## config.mk

```make
export PLATFORM = sky130hd
export DESIGN_NAME = pc_fetch_unit
export DESIGN_NICKNAME = d
export VERILOG_FILES = /design/src/rtl/riscv_pkg.sv /design/src/rtl/pc_next_sel.sv /design/src/rtl/pc_fetch_unit.sv
export SDC_FILE = /design/constraint.sdc
export NUM_CORES = 1
export LEC_CHECK = 0
export BUFFER_PORTS_ARGS = -buffer_cell sky130_fd_sc_hd__buf_2
export CELL_PAD_IN_SITES_DETAIL_PLACEMENT = 1
export CELL_PAD_IN_SITES_GLOBAL_PLACEMENT = 1
export CORE_ASPECT_RATIO = 1.1
export CORE_MARGIN = 3
export CORE_UTILIZATION = 32
export DETAILED_ROUTE_END_ITERATION = 6
export GPL_ROUTABILITY_DRIVEN = 1
export GPL_TIMING_DRIVEN = 0
export PLACE_DENSITY = 0.89
export SLEW_MARGIN = 0
export SYNTH_ARGS = -nofsm -noshare
export SYNTH_HDL_FRONTEND = slang
export SYNTH_SLANG_ARGS = --single-unit
```

## constraint.sdc

```tcl
create_clock -name clk -period 2.5 [get_ports clk]
set_input_delay 0.125 -clock clk [delete_from_list [all_inputs] [get_ports clk]]
set_output_delay 0.125 -clock clk [all_outputs]
set_load 0.01 [all_outputs]
```

## src/rtl/riscv_pkg.sv

```systemverilog
// Shared fetch-stage encodings, instruction constants and state type.
package riscv_pkg;

    localparam int unsigned XLEN = 32;
    localparam int unsigned PCSRC_W = 2;

    localparam logic [PCSRC_W-1:0] PCSRC_SEQ  = 2'b00;
    localparam logic [PCSRC_W-1:0] PCSRC_BR   = 2'b01;
    localparam logic [PCSRC_W-1:0] PCSRC_JALR = 2'b10;

    localparam logic [XLEN-1:0] INSTR_EBREAK = 32'h0010_0073;
    localparam logic [XLEN-1:0] INSTR_NOP    = 32'h0000_0013;

    typedef enum logic [1:0] {
        BOOT = 2'b00,
        RUN  = 2'b01,
        HALT = 2'b10,
        TRAP = 2'b11
    } fetch_state_t;

    // Word alignment check for fetch targets.
    function automatic logic is_misaligned(input logic [XLEN-1:0] addr);
        return addr[1:0] != 2'b00;
    endfunction

endpackage

```

## src/rtl/pc_next_sel.sv

```systemverilog
// Next-PC candidate selection: target adders, pc_src mux and misalign detect.
module pc_next_sel
    import riscv_pkg::*;
(
    input  logic [XLEN-1:0]    pc,
    input  logic [PCSRC_W-1:0] pc_src,
    input  logic [XLEN-1:0]    imm_ext,
    input  logic [XLEN-1:0]    jalr_target,
    output logic [XLEN-1:0]    target_c,
    output logic               misalign_c
);

    logic [XLEN-1:0] seq_target;
    logic [XLEN-1:0] br_target;
    logic [XLEN-1:0] jalr_aligned;

    assign seq_target   = pc + XLEN'(4);
    assign br_target    = pc + imm_ext;
    assign jalr_aligned = jalr_target & ~XLEN'(1);

    // Reserved encoding falls through to sequential.
    always_comb begin
        target_c = seq_target;
        case (pc_src)
            PCSRC_BR:   target_c = br_target;
            PCSRC_JALR: target_c = jalr_aligned;
            default:    target_c = seq_target;
        endcase
        misalign_c = is_misaligned(target_c);
    end

endmodule

```

## src/rtl/pc_fetch_unit.sv

```systemverilog
// PC register, fetch FSM and retire counter feeding the instruction memory.
// Optional misaligned-target trap enabled by defining FETCH_MISALIGN_TRAP_EN.
module pc_fetch_unit
    import riscv_pkg::*;
#(
    parameter logic [31:0] RESET_VECTOR = 32'h0000_0000,
    parameter logic [31:0] TRAP_VECTOR  = 32'h0000_0100,
    parameter int unsigned IMEM_WORDS   = 256
) (
    input  logic        clk,
    input  logic        rst,
    input  logic        stall_i,
    input  logic [1:0]  pc_src_i,
    input  logic [31:0] imm_ext_i,
    input  logic [31:0] jalr_target_i,
    input  logic [31:0] instr_i,
    output logic [31:0] pc_o,
    output logic [31:0] pc_plus4_o,
    output logic [31:0] instr_o,
    output logic        instr_valid_o,
    output logic        halt_o,
    output logic        oob_o,
    output logic        misalign_o,
    output logic [31:0] bad_addr_o,
    output logic [31:0] instret_o
);

    fetch_state_t    state_q;
    logic [XLEN-1:0] pc_q;
    logic [XLEN-1:0] instret_q;
    logic            valid_q;
    logic            halt_q;

    logic [XLEN-1:0] target_c;
    logic            misalign_c;
    logic [XLEN-1:0] pc_next_c;
    logic            is_ebreak_c;

    pc_next_sel u_next_sel (
        .pc          (pc_q),
        .pc_src      (pc_src_i),
        .imm_ext     (imm_ext_i),
        .jalr_target (jalr_target_i),
        .target_c    (target_c),
        .misalign_c  (misalign_c)
    );

    assign is_ebreak_c = (instr_i == INSTR_EBREAK);

`ifdef FETCH_MISALIGN_TRAP_EN
    logic            misalign_q;
    logic [XLEN-1:0] bad_addr_q;

    assign pc_next_c  = target_c;
    assign misalign_o = misalign_q;
    assign bad_addr_o = bad_addr_q;
`else
    // Without the trap, misaligned targets are silently word-aligned.
    assign pc_next_c  = misalign_c ? {target_c[XLEN-1:2], 2'b00} : target_c;
    assign misalign_o = 1'b0;
    assign bad_addr_o = '0;
`endif

    always_ff @(posedge clk or negedge rst) begin
        if (!rst) begin
            state_q   <= BOOT;
            pc_q      <= RESET_VECTOR;
            instret_q <= '0;
            valid_q   <= 1'b0;
            halt_q    <= 1'b0;
`ifdef FETCH_MISALIGN_TRAP_EN
            misalign_q <= 1'b0;
            bad_addr_q <= '0;
`endif
        end else begin
`ifdef FETCH_MISALIGN_TRAP_EN
            misalign_q <= 1'b0;
`endif
            case (state_q)
                BOOT: begin
                    state_q <= RUN;
                    valid_q <= 1'b1;
                end
                RUN: begin
                    if (!stall_i) begin
                        instret_q <= instret_q + XLEN'(1);
                        if (is_ebreak_c) begin
                            state_q <= HALT;
                            halt_q  <= 1'b1;
                            valid_q <= 1'b0;
                        end
`ifdef FETCH_MISALIGN_TRAP_EN
                        else if (misalign_c) begin
                            state_q    <= TRAP;
                            pc_q       <= TRAP_VECTOR;
                            bad_addr_q <= target_c;
                            misalign_q <= 1'b1;
                            valid_q    <= 1'b0;
                        end
`endif
                        else begin
                            pc_q <= pc_next_c;
                        end
                    end
                end
                HALT: begin
                    state_q <= HALT;
                end
                TRAP: begin
                    // Hold the handler address for its first fetch.
                    state_q <= RUN;
                    pc_q    <= TRAP_VECTOR;
                    valid_q <= 1'b1;
                end
            endcase
        end
    end

    assign pc_o          = pc_q;
    assign pc_plus4_o    = pc_q + XLEN'(4);
    assign instr_o       = valid_q ? instr_i : INSTR_NOP;
    assign instr_valid_o = valid_q;
    assign halt_o        = halt_q;
    assign instret_o     = instret_q;
    assign oob_o         = {1'b0, pc_q} >= (33'(IMEM_WORDS) << 2);

endmodule
```

Word level (Yosys, flattened, before mapping)
Cells that the tools add are included.

Add/subtract/negate cells: 3. Order comparisons: 1. Bitwise operators: 1. Reductions and logical operators: 10. Equal/unequal tests: 9. Multiplexer cells: 12.

Operator list (count): $pmux 32 s2 (2); $mux 32 (3); $add 32x1->32 const B (1); $add 32x3->32 const B (1); $add 32x32->32 (1); $eq 32x21->1 const B (1); $ge 32x11->1 const B (1); $reduce_and 3->1 (3); $eq 2x2->1 const B (3); $mux 2 (3); $ne 2x2->1 const B (3); $pmux 2 s3 (1); $reduce_bool 2->1 (3); $eq 2x1->1 const B (2); $reduce_and 2->1 (2); $logic_not 2->1 (1); $mux 1 (2); $pmux 1 s2 (1); $reduce_or 2->1 (1); $not 1->1 (1).

Input bits: 101. Word-level logic and storage cells: 41. Register bits after elaboration: 68. Output and inout port bits: 164.

Longest topological paths before layout
Gate-level depths: netlist of the first run.

Depth after elaboration: 7. Mapped depth: 12. Mapped depth without buffers: 12.

Modules after synthesis
A second synthesis of the first run with hierarchy kept.

Cells, all modules: 797. Area total of the unflattened synthesis: 6921.6 um^2.

By module, submodules not included: pc_fetch_unit (cells an instance 406, seq. area each 1701.6 um^2, area an instance 4266.6 um^2, instances 1); pc_next_sel (cells an instance 391, seq. area each 0.0 um^2, area an instance 2655.0 um^2, instances 1).

Worst setup path after synthesis of the first run
Ideal clock, no wire load.

Path type: register -> register. Start point: reg pc_q[0] (netlist: pc_o[0]). End point: reg pc_q[22] (netlist: pc_o[22]). Clock period less this slack: 2.652 ns. Path slack: -0.152 ns. Stages on the path, launching flop included: 13. Data required time: 2.379 ns. Buffers on the path: 0. Library setup time: 0.121 ns. Arrival: 2.531 ns. Path through: dfrtp_1 -> ha_1 -> inv_1 -> fa_1 -> nand2b_1 -> a21o_1 -> a21oi_2 -> o41ai_2 -> nor2_1 -> a41oi_2 -> xnor2_1 -> a221o_1 -> a22o_1.

Longest elaborated chain between the ends: 5. Elaborated cells on any way between the ends: 6. Classes of those cells: 2 x add/sub; 4 x mux.

RTL lines: start: declaration (RTL line pc_fetch_unit.sv:29) `logic [XLEN-1:0] pc_q;`; start signal: assignment (RTL line pc_fetch_unit.sv:102) `pc_q <= pc_next_c;`; $add 32x3->32 / $add 32x32->32 (equally long branches) (RTL line pc_next_sel.sv:17, pc_next_sel.sv:18); $pmux 32 s2 * (RTL line pc_next_sel.sv:24) `case (pc_src)`; $mux 32 * (RTL line pc_fetch_unit.sv:87) `if (is_ebreak_c) begin`; $mux 32 * (RTL line pc_fetch_unit.sv:85) `if (!stall_i) begin`; $pmux 32 s2 * (RTL line pc_fetch_unit.sv:79) `case (state_q)`.

Every way passes the cells marked *; elsewhere a longest branch is shown, timed or not. The select of a mux whose other input is x is not followed. A chain may end at the register's enable or synchronous reset.

Worst setup path after layout of the first run
Start point: reg pc_q[0] (netlist: pc_o[0]). End point: reg pc_q[28] (netlist: pc_o[28]).

Same word-level chain as after synthesis.

==> metrics, run 1 <==
FF+latch count, synth 68; Slew Viols, Final 0; Worst EP arrival about 3100 ps; Layout area overhead 49.6%; violated checks setup timing; post-synthesis sequential area ratio 0.266; combinational share of power 0.186; Slowest cell on crit path dfrtp_1; post-route insts no fill 1361; Final Hold Slack 110 ps; I/O Buffers 229; H-tree Lvls 3; GPL Wtd Cong 0.885; first-pass GRT wire length 42100 microns; Top FF cell, synth dfrtp_1; GRT Util Overall 0.241; DR DRC count 0; Die X 141 microns; Hold Fails Final Rpt 0; mean area per synthesized cell ~8 sq um; clk_skew 9.71 ps; DP Worst Slack -633 ps; via count 7697; final period utilization 1.11; core area around 19000 sq um; worst-margin pin slew 771 ps; synthesized area 6400 sq um; Max Root-Sink Buffers 2; DP Cell Count approximately 1300; startpoint types flop; post-synthesis cell count 781; CP max FO 4; Final WS setup -286 ps; Detail Placement HPWL approximately 21000 microns; Max stage delay on crit path 380 ps; Iteration-0 DRC Markers 532; post-synthesis cell type count a little over 70; crit-path most repeated cell o41ai_4; initial antenna violation count 3; Starting Density 0.331; vias in the first global route 7701; Vias/cell 5.66; Static Leak ~5 nW; final-layout fill cell count around 2400; ys async rst share 1.00; final-report setup violation count 22; clock root buffer clkbuf_16; Clock Latency Late Sink 330 ps; crit-path cells ha_2 > inv_2 > fa_2 > nand2b_4 > a21o_4 > a21oi_4 > o41ai_4 > nor2_4 > a31oi_4 > o41ai_4 > mux2_4 > nand2_2; R2R setup slack -290 ps; clk sink count 68; Num CTS Buffers 9; Post-synth EDFFs 0; switch share 0.288; Final Core Density 0.495; share of cells above drive strength 1 0.441; row count 53; RSZ-0062 raised after global routing true; Max Cap Viol 0; Tmin final approximately 2800 ps; Psw approximately 0.85 mW; clk slew on worst S/H paths 60 ps; Buf/Inv on CP 1; PwrDens 308 nW/um^2; die area 21800 sq um; Seq pwr share 0.373; critical path's top delay family compound AO/OA/AOI/OAI gates; kind of critical path flop to flop; Synth Warn # 0; setup tns final -3090 ps; Setup crit end kind flop; most common cell after layout, fill and taps aside buf_2; CTS tree done; largest net degree at the start of global routing 55; Req. time, crit path 2770 ps; commonest cells after routing, fill and taps aside 230 x buf_2, 83 x buf_4, 59 x nand2_1; Clk pwr share 0.441; Boundary Pins 265; total wire length 29900 microns; Pre-antenna DRT Iters 5; routed length per placed instance 22.0 microns; GRT overflow 0; Die H 154 microns; status finished, violations left; Internal Power around 2.1 mW; Post-DRT Antenna Nets 0; achievable clock frequency around 0.36 GHz; slew margin rel. 0.486; Hold Crit Class primary input to flop; maximum VDD drop 0.000272 V; fin nets 1246
## power groups by stage
| stage | sequential, mW | combinational (mW) | clock (mW) |
|---|---|---|---|
| detailed placement | 1.12 | 0.478 | 0 |
| global route | 1.10 | 0.590 | 1.37 |
| floorplan | 1.12 | 0.263 | 0 |
| finish | 1.10 | 0.549 | 1.30 |
| CTS | 1.10 | 0.505 | 1.32 |
| global placement | 1.12 | 0.464 | 0 |
## routing by layer
| layer | track usage | share of wire | vias up |
|---|---|---|---|
| met3 | 0.0349 | 0.072 | 108 |
| met2 | 0.441 | 0.50 | 448 |
| met4 | 0.102 | 0.048 | 0 |
| li1 | - | - | 3418 |
| met5 | 0 | 0 | - |
| met1 | 0.278 | 0.38 | 3723 |
## worst min-delay path, cell delays in order
cell and delay, ps:
buf_2 110, a21oi_1 60, nand4_1 90
## synth_stat cells (all sizes together), types with 3 or more instances
master,number,area (sq um)
xor2,24,210
a21oi,52,275
o21ai,40,200
a21o,30,225
inv,23,86.3
a311oi,3,26.3
and3,17,106
o21a,10,76.3
and4,5,43.8
nand2,65,244
or3,6,42.5
nand4,18,113
nor4,14,103
nor3,19,131
clkbuf,23,86.3
o21bai,3,22.5
and2b,3,22.5
buf,43,300
nand3,41,210
a22o,5,43.8
and2,36,225
a211oi,3,22.5
a31o,3,26.3
o31ai,6,45.0
a221o,8,80.1
ha,38,475
dfrtp,68,1700
a211o,5,43.8
nand3b,3,22.5
a22oi,4,30.0
nor2b,5,31.3
nor2,50,188
a221oi,13,114
nand2b,12,75.1
xnor2,52,470
## flip-flops by register name, indices dropped and copies added, names as in the netlist
register       flops
pc_o              32
instret_o         32
instr_valid_o      1
state_q            2
halt_o             1
## kinds of logic (layout without fill, tap and decap cells)
logic type / after synthesis / in the layout / share of synthesized area
fa+ha+maj: 39 / 39 / 0.0774
compound gates: 200 / 200 / 0.214
buf+inv: 90 / 388 / 0.0744
other cells: 1 / 36 / 0.000585
simple gates: 304 / 304 / 0.256
flops: 68 / 68 / 0.266
xor+xnor: 76 / 76 / 0.106
mux: 3 / 3 / 0.00508
## worst paths after layout
| path | startpoint | to | cells after the start |
|---|---|---|---|
| min in group asynchronous | rst | instret_o[13] | 2 |
| max in group asynchronous | rst | pc_o[2] | 3 |
| worst max register to register | pc_o[0] | pc_o[28] | 12 |
| worst max-delay path | pc_o[0] | pc_o[28] | 12 |
| worst min-delay path | jalr_target_i[31] | pc_o[31] | 3 |
| worst min register to register | instret_o[26] | instret_o[26] | 1 |
## per-stage QoR
step,area [sq um],total power [mW]
after floorplan,6570,1.38
after global placement,8020,1.59
after detailed placement,8050,1.60
after CTS,8940,2.93
after global routing,9580,3.06
final,9580,2.95
## cell type report
type	instances	area [sq um]	area share
Clock buffer	9	225	0.0235
Tap cell	247	309	0.0322
Antenna cell	3	7.51	0.000783
Inverter	24	90.1	0.00940
Multi-Input combinational cell	655	5130	0.535
Sequential cell	68	1730	0.180
Clock inverter	7	75.1	0.00783
Timing Repair Buffer	284	1630	0.170
Buffer	64	398	0.0415
## repair_timing
action                                  4_1_cts  5_1_grt
buffers inserted                             23       30
endpoints found under the setup margin       49       54
endpoints found under the hold margin        68        0
pin swaps                                    35       33
hold buffers                                  1        0
resized for setup                            91       93
No activity file was read; power rests on OpenSTA's default activity.
==> run 2, diff against run 1 <==
BUFFER_PORTS_ARGS = -buffer_cell sky130_fd_sc_hd__buf_4   (was -buffer_cell sky130_fd_sc_hd__buf_2)
CORE_UTILIZATION = 33   (was 32)
PLACE_DENSITY = 0.88   (was 0.89)
SYNTH_HIERARCHICAL = 1   (was default)
==> metrics, run 2 <==
Clock Latency Late Sink 340 ps (was 330 ps); final period utilization 1.43 (was 1.11); DR DRC count 0 (unchanged); GPL Wtd Cong 0.896 (was 0.885); Seq pwr share 0.375 (was 0.373); Boundary Pins 265 (unchanged); CTS tree done (unchanged); final-report setup violation count 27 (was 22); status finished, violations left (unchanged); Post-DRT Antenna Nets 0 (unchanged); Compound-Gate Fraction of Synth Area 0.207 (was 0.214); GRT overflow 0 (unchanged); Buf/Inv on CP 0 (was 1); R2R setup slack -1060 ps (was -290 ps); RSZ-0062 raised after global routing true (unchanged); Num CTS Buffers 9 (unchanged); R2R depth 11 (was 12); Final Core Density 0.515 (was 0.495); H-tree Lvls 3 (unchanged); WP depth 11 (was 12); fin nets 1252 (was 1246); post-synthesis cell count 797 (was 781); slew margin rel. 0.389 (was 0.486); RR Startpoint pc_o[2] (was pc_o[0]); switch share 0.279 (was 0.288); share of cells above drive strength 1 0.404 (was 0.441); commonest cells after routing, fill and taps aside 295 x buf_4, 55 x xnor2_1, 53 x dfrtp_1 (was 230 x buf_2, 83 x buf_4, 59 x nand2_1); Vias/cell 5.71 (was 5.66); Top FF cell, synth dfrtp_1 (unchanged); clk slew on worst S/H paths 60 ps (about the same); core area 20200 sq um (was 19400 sq um); Worst EP arrival 3790 ps (was 3060 ps); routed length per placed instance 20.7 microns (was 22.0 microns); Post-Synth XOR/XNOR Area 0.140 (was 0.106); combinational share of power 0.198 (was 0.186); largest family of logic cells by synthesized area simple AND/OR/NAND/NOR gates (unchanged); clock root buffer clkbuf_16 (unchanged); Die X 144 microns (was 141 microns); total wire length 28400 microns (was 29900 microns); synth cell count leaders 68 x dfrtp_1, 58 x xnor2_1, 53 x xor2_1, 52 x nand2_1, 42 x a21oi_1 (was 68 x dfrtp_1, 65 x nand2_1, 50 x nor2_1, 50 x xnor2_1, 48 x a21oi_1); mean area per synthesized cell 8.68 sq um (was 8.20 sq um); crit-path cells ha_1 > a211o_1 > a2111oi_4 > o21bai_2 > a31o_4 > a311o_1 > a311o_1 > a21oi_2 > xor2_1 > o21ai_1 > a32o_1 (was ha_2 > inv_2 > fa_2 > nand2b_4 > a21o_4 > a21oi_4 > o41ai_4 > nor2_4 > a31oi_4 > o41ai_4 > mux2_4 > nand2_2); hold depth 4 (was 3); first-pass GRT wire length 42500 microns (was 42100 microns); violated checks setup timing (unchanged); Post-Synth Simple-Gate Area 0.246 (was 0.256); leading area contributor after synthesis dfrtp_1 (unchanged); Setup crit end kind flop (unchanged); Final WS setup -1060 ps (was -286 ps); startpoint types flop (unchanged); Post-synth EDFFs 0 (unchanged); FF+latch count, synth 68 (unchanged); DP Worst Slack -1220 ps (was -633 ps); Max Root-Sink Buffers 2 (unchanged); worst-margin pin slew 916 ps (was 771 ps); kind of critical path flop to flop (unchanged); Pre-antenna DRT Iters 5 (unchanged); most common cell in the netlist dfrtp_1 (unchanged); Internal Power 2.11 mW (was 2.10 mW); largest net degree at the start of global routing 69 (was 55); I/O Buffers 230 (was 229); row count 54 (was 53); GRT Util Overall 0.234 (was 0.241); Die H 158 microns (was 154 microns); initial antenna violation count 0 (was 3); Slowest cell on crit path dfrtp_2 (was dfrtp_1); PwrDens 282 nW/um^2 (was 308 nW/um^2); achievable clock frequency 0.281 GHz (was 0.359 GHz); top post-synthesis cells by area dfrtp_1 25%, xnor2_1 7.3%, ha_1 7.0% (was dfrtp_1 27%, ha_1 7.4%, xnor2_1 6.8%); Iteration-0 DRC Markers 463 (was 532); ant diodes 0 (was 3); Layout area overhead 50.3% (was 49.6%); Static Leak 5.07 nW (was 4.97 nW); Max Cap Viol 0 (unchanged); Hold Crit Class primary input to flop (unchanged); clk sink count 68 (unchanged); post-synthesis sequential area ratio 0.246 (was 0.266); multi-input logic area 5380 sq um (was 5130 sq um); maximum VDD drop 0.000293 V (was 0.000272 V); Detail Placement HPWL 19700 microns (was 20900 microns); CP max FO 12 (was 4); most common cell after layout, fill and taps aside buf_4 (was buf_2); Tmin final 3560 ps (was 2790 ps); Psw 0.820 mW (was 0.850 mW); Synth Area in Adders 0.0734 (was 0.0774); Slew Viols, Final 0 (unchanged); synthesized area 6920 sq um (was 6400 sq um); Synth Warn # 6 (was 0); Starting Density 0.343 (was 0.331); post-synthesis mux area share 0.00452 (was 0.00508); crit-path most repeated cell a311o_1 (was o41ai_4); Clk pwr share 0.427 (was 0.441); post-synthesis cell type count 68 (was 72); reg2reg end pc_o[28] (unchanged); Max stage delay on crit path 510 ps (was 380 ps); hold_sp jalr_target_i[30] (was jalr_target_i[31]); top-area cell type share of the netlist area 0.246 (was 0.266); ys async rst share 1.00 (unchanged); die area 22800 sq um (was 21800 sq um); final-layout fill cell count 2346 (was 2370); via count 7817 (was 7697); Hold Fails Final Rpt 0 (unchanged); Req. time, crit path 2720 ps (was 2770 ps); vias in the first global route 7971 (was 7701); critical path's top delay family compound AO/OA/AOI/OAI gates (unchanged); Sequential cell area 1720 sq um (was 1730 sq um); clk_skew 8.76 ps (was 9.71 ps); hold endpoint pc_o[30] (was pc_o[31])
run 2: worst max-delay path by stage:
stage	to	from
floorplan	pc_o[28]	pc_o[0]
CTS	pc_o[28]	pc_o[0]
global placement	pc_o[28]	pc_o[0]
global route	pc_o[28]	pc_o[2]
detailed placement	pc_o[28]	pc_o[0]
finish	pc_o[28]	pc_o[2]
run 2: per-stage QoR:
stage / TNS, ps / hold slack, ps / cell area [sq um] / power (mW) / instances
CTS: -15970 / 150 / 10100 / 2.91 / 1359
finish: -17990 / 165 / 10400 / 2.93 / 1368
global route: -20540 / 175 / 10400 / 3.05 / 1368
global placement: -12150 / 308 / 9260 / 1.61 / 1311
detailed placement: -12910 / 308 / 9260 / 1.62 / 1311
floorplan: -4270 / -171 / 7210 / 1.38 / 829
run 2: area by class of cell:
class / count / area share
clock buffer: 13 / 0.0260
multi-input combinational: 660 / 0.517
buffer: 76 / 0.0498
clock inverter: 3 / 0.00192
timing repair buffer: 271 / 0.200
tap: 252 / 0.0303
inverter: 25 / 0.00902
sequential: 68 / 0.165
run 2: timing repair:
item,CTS,global route
buffers inserted,32,15
pin swaps,40,45
hold buffers,1,0
endpoints found under the setup margin,26,33
endpoints found under the hold margin,68,0
resized for setup,71,42
run 2: kinds of logic after synthesis:
group	Yosys count
and+or+nand+nor	280
AOI/OAI and AO/OA	193
xor gates and xnor gates	111
buffers and inverters	101
DFF	68
adders and majority gates	40
muxes	3
other	1
run 2: per-layer routing:
| layer | part of all wire | wire [microns] | vias up | global-route usage |
|---|---|---|---|---|
| li1 | - | - | 3517 | - |
| met1 | 0.39 | 11000 | 3903 | 0.277 |
| met2 | 0.51 | 14600 | 324 | 0.415 |
| met3 | 0.068 | 1940 | 73 | 0.0550 |
| met4 | 0.031 | 866 | 0 | 0.0780 |
| met5 | 0 | 0 | - | 0 |
run 2: worst min-delay path, delay by kind of cell:
kind | cells | cell delay (ps)
compound gates | 3 | 260
buf+inv | 1 | 80
run 2: power groups by stage:
stage               logic (mW)  clock network (mW)  registers [mW]
floorplan                0.261                   0            1.12
global placement         0.487                   0            1.12
detailed placement       0.498                   0            1.12
CTS                      0.534                1.28            1.10
global route             0.624                1.33            1.10
finish                   0.582                1.25            1.10
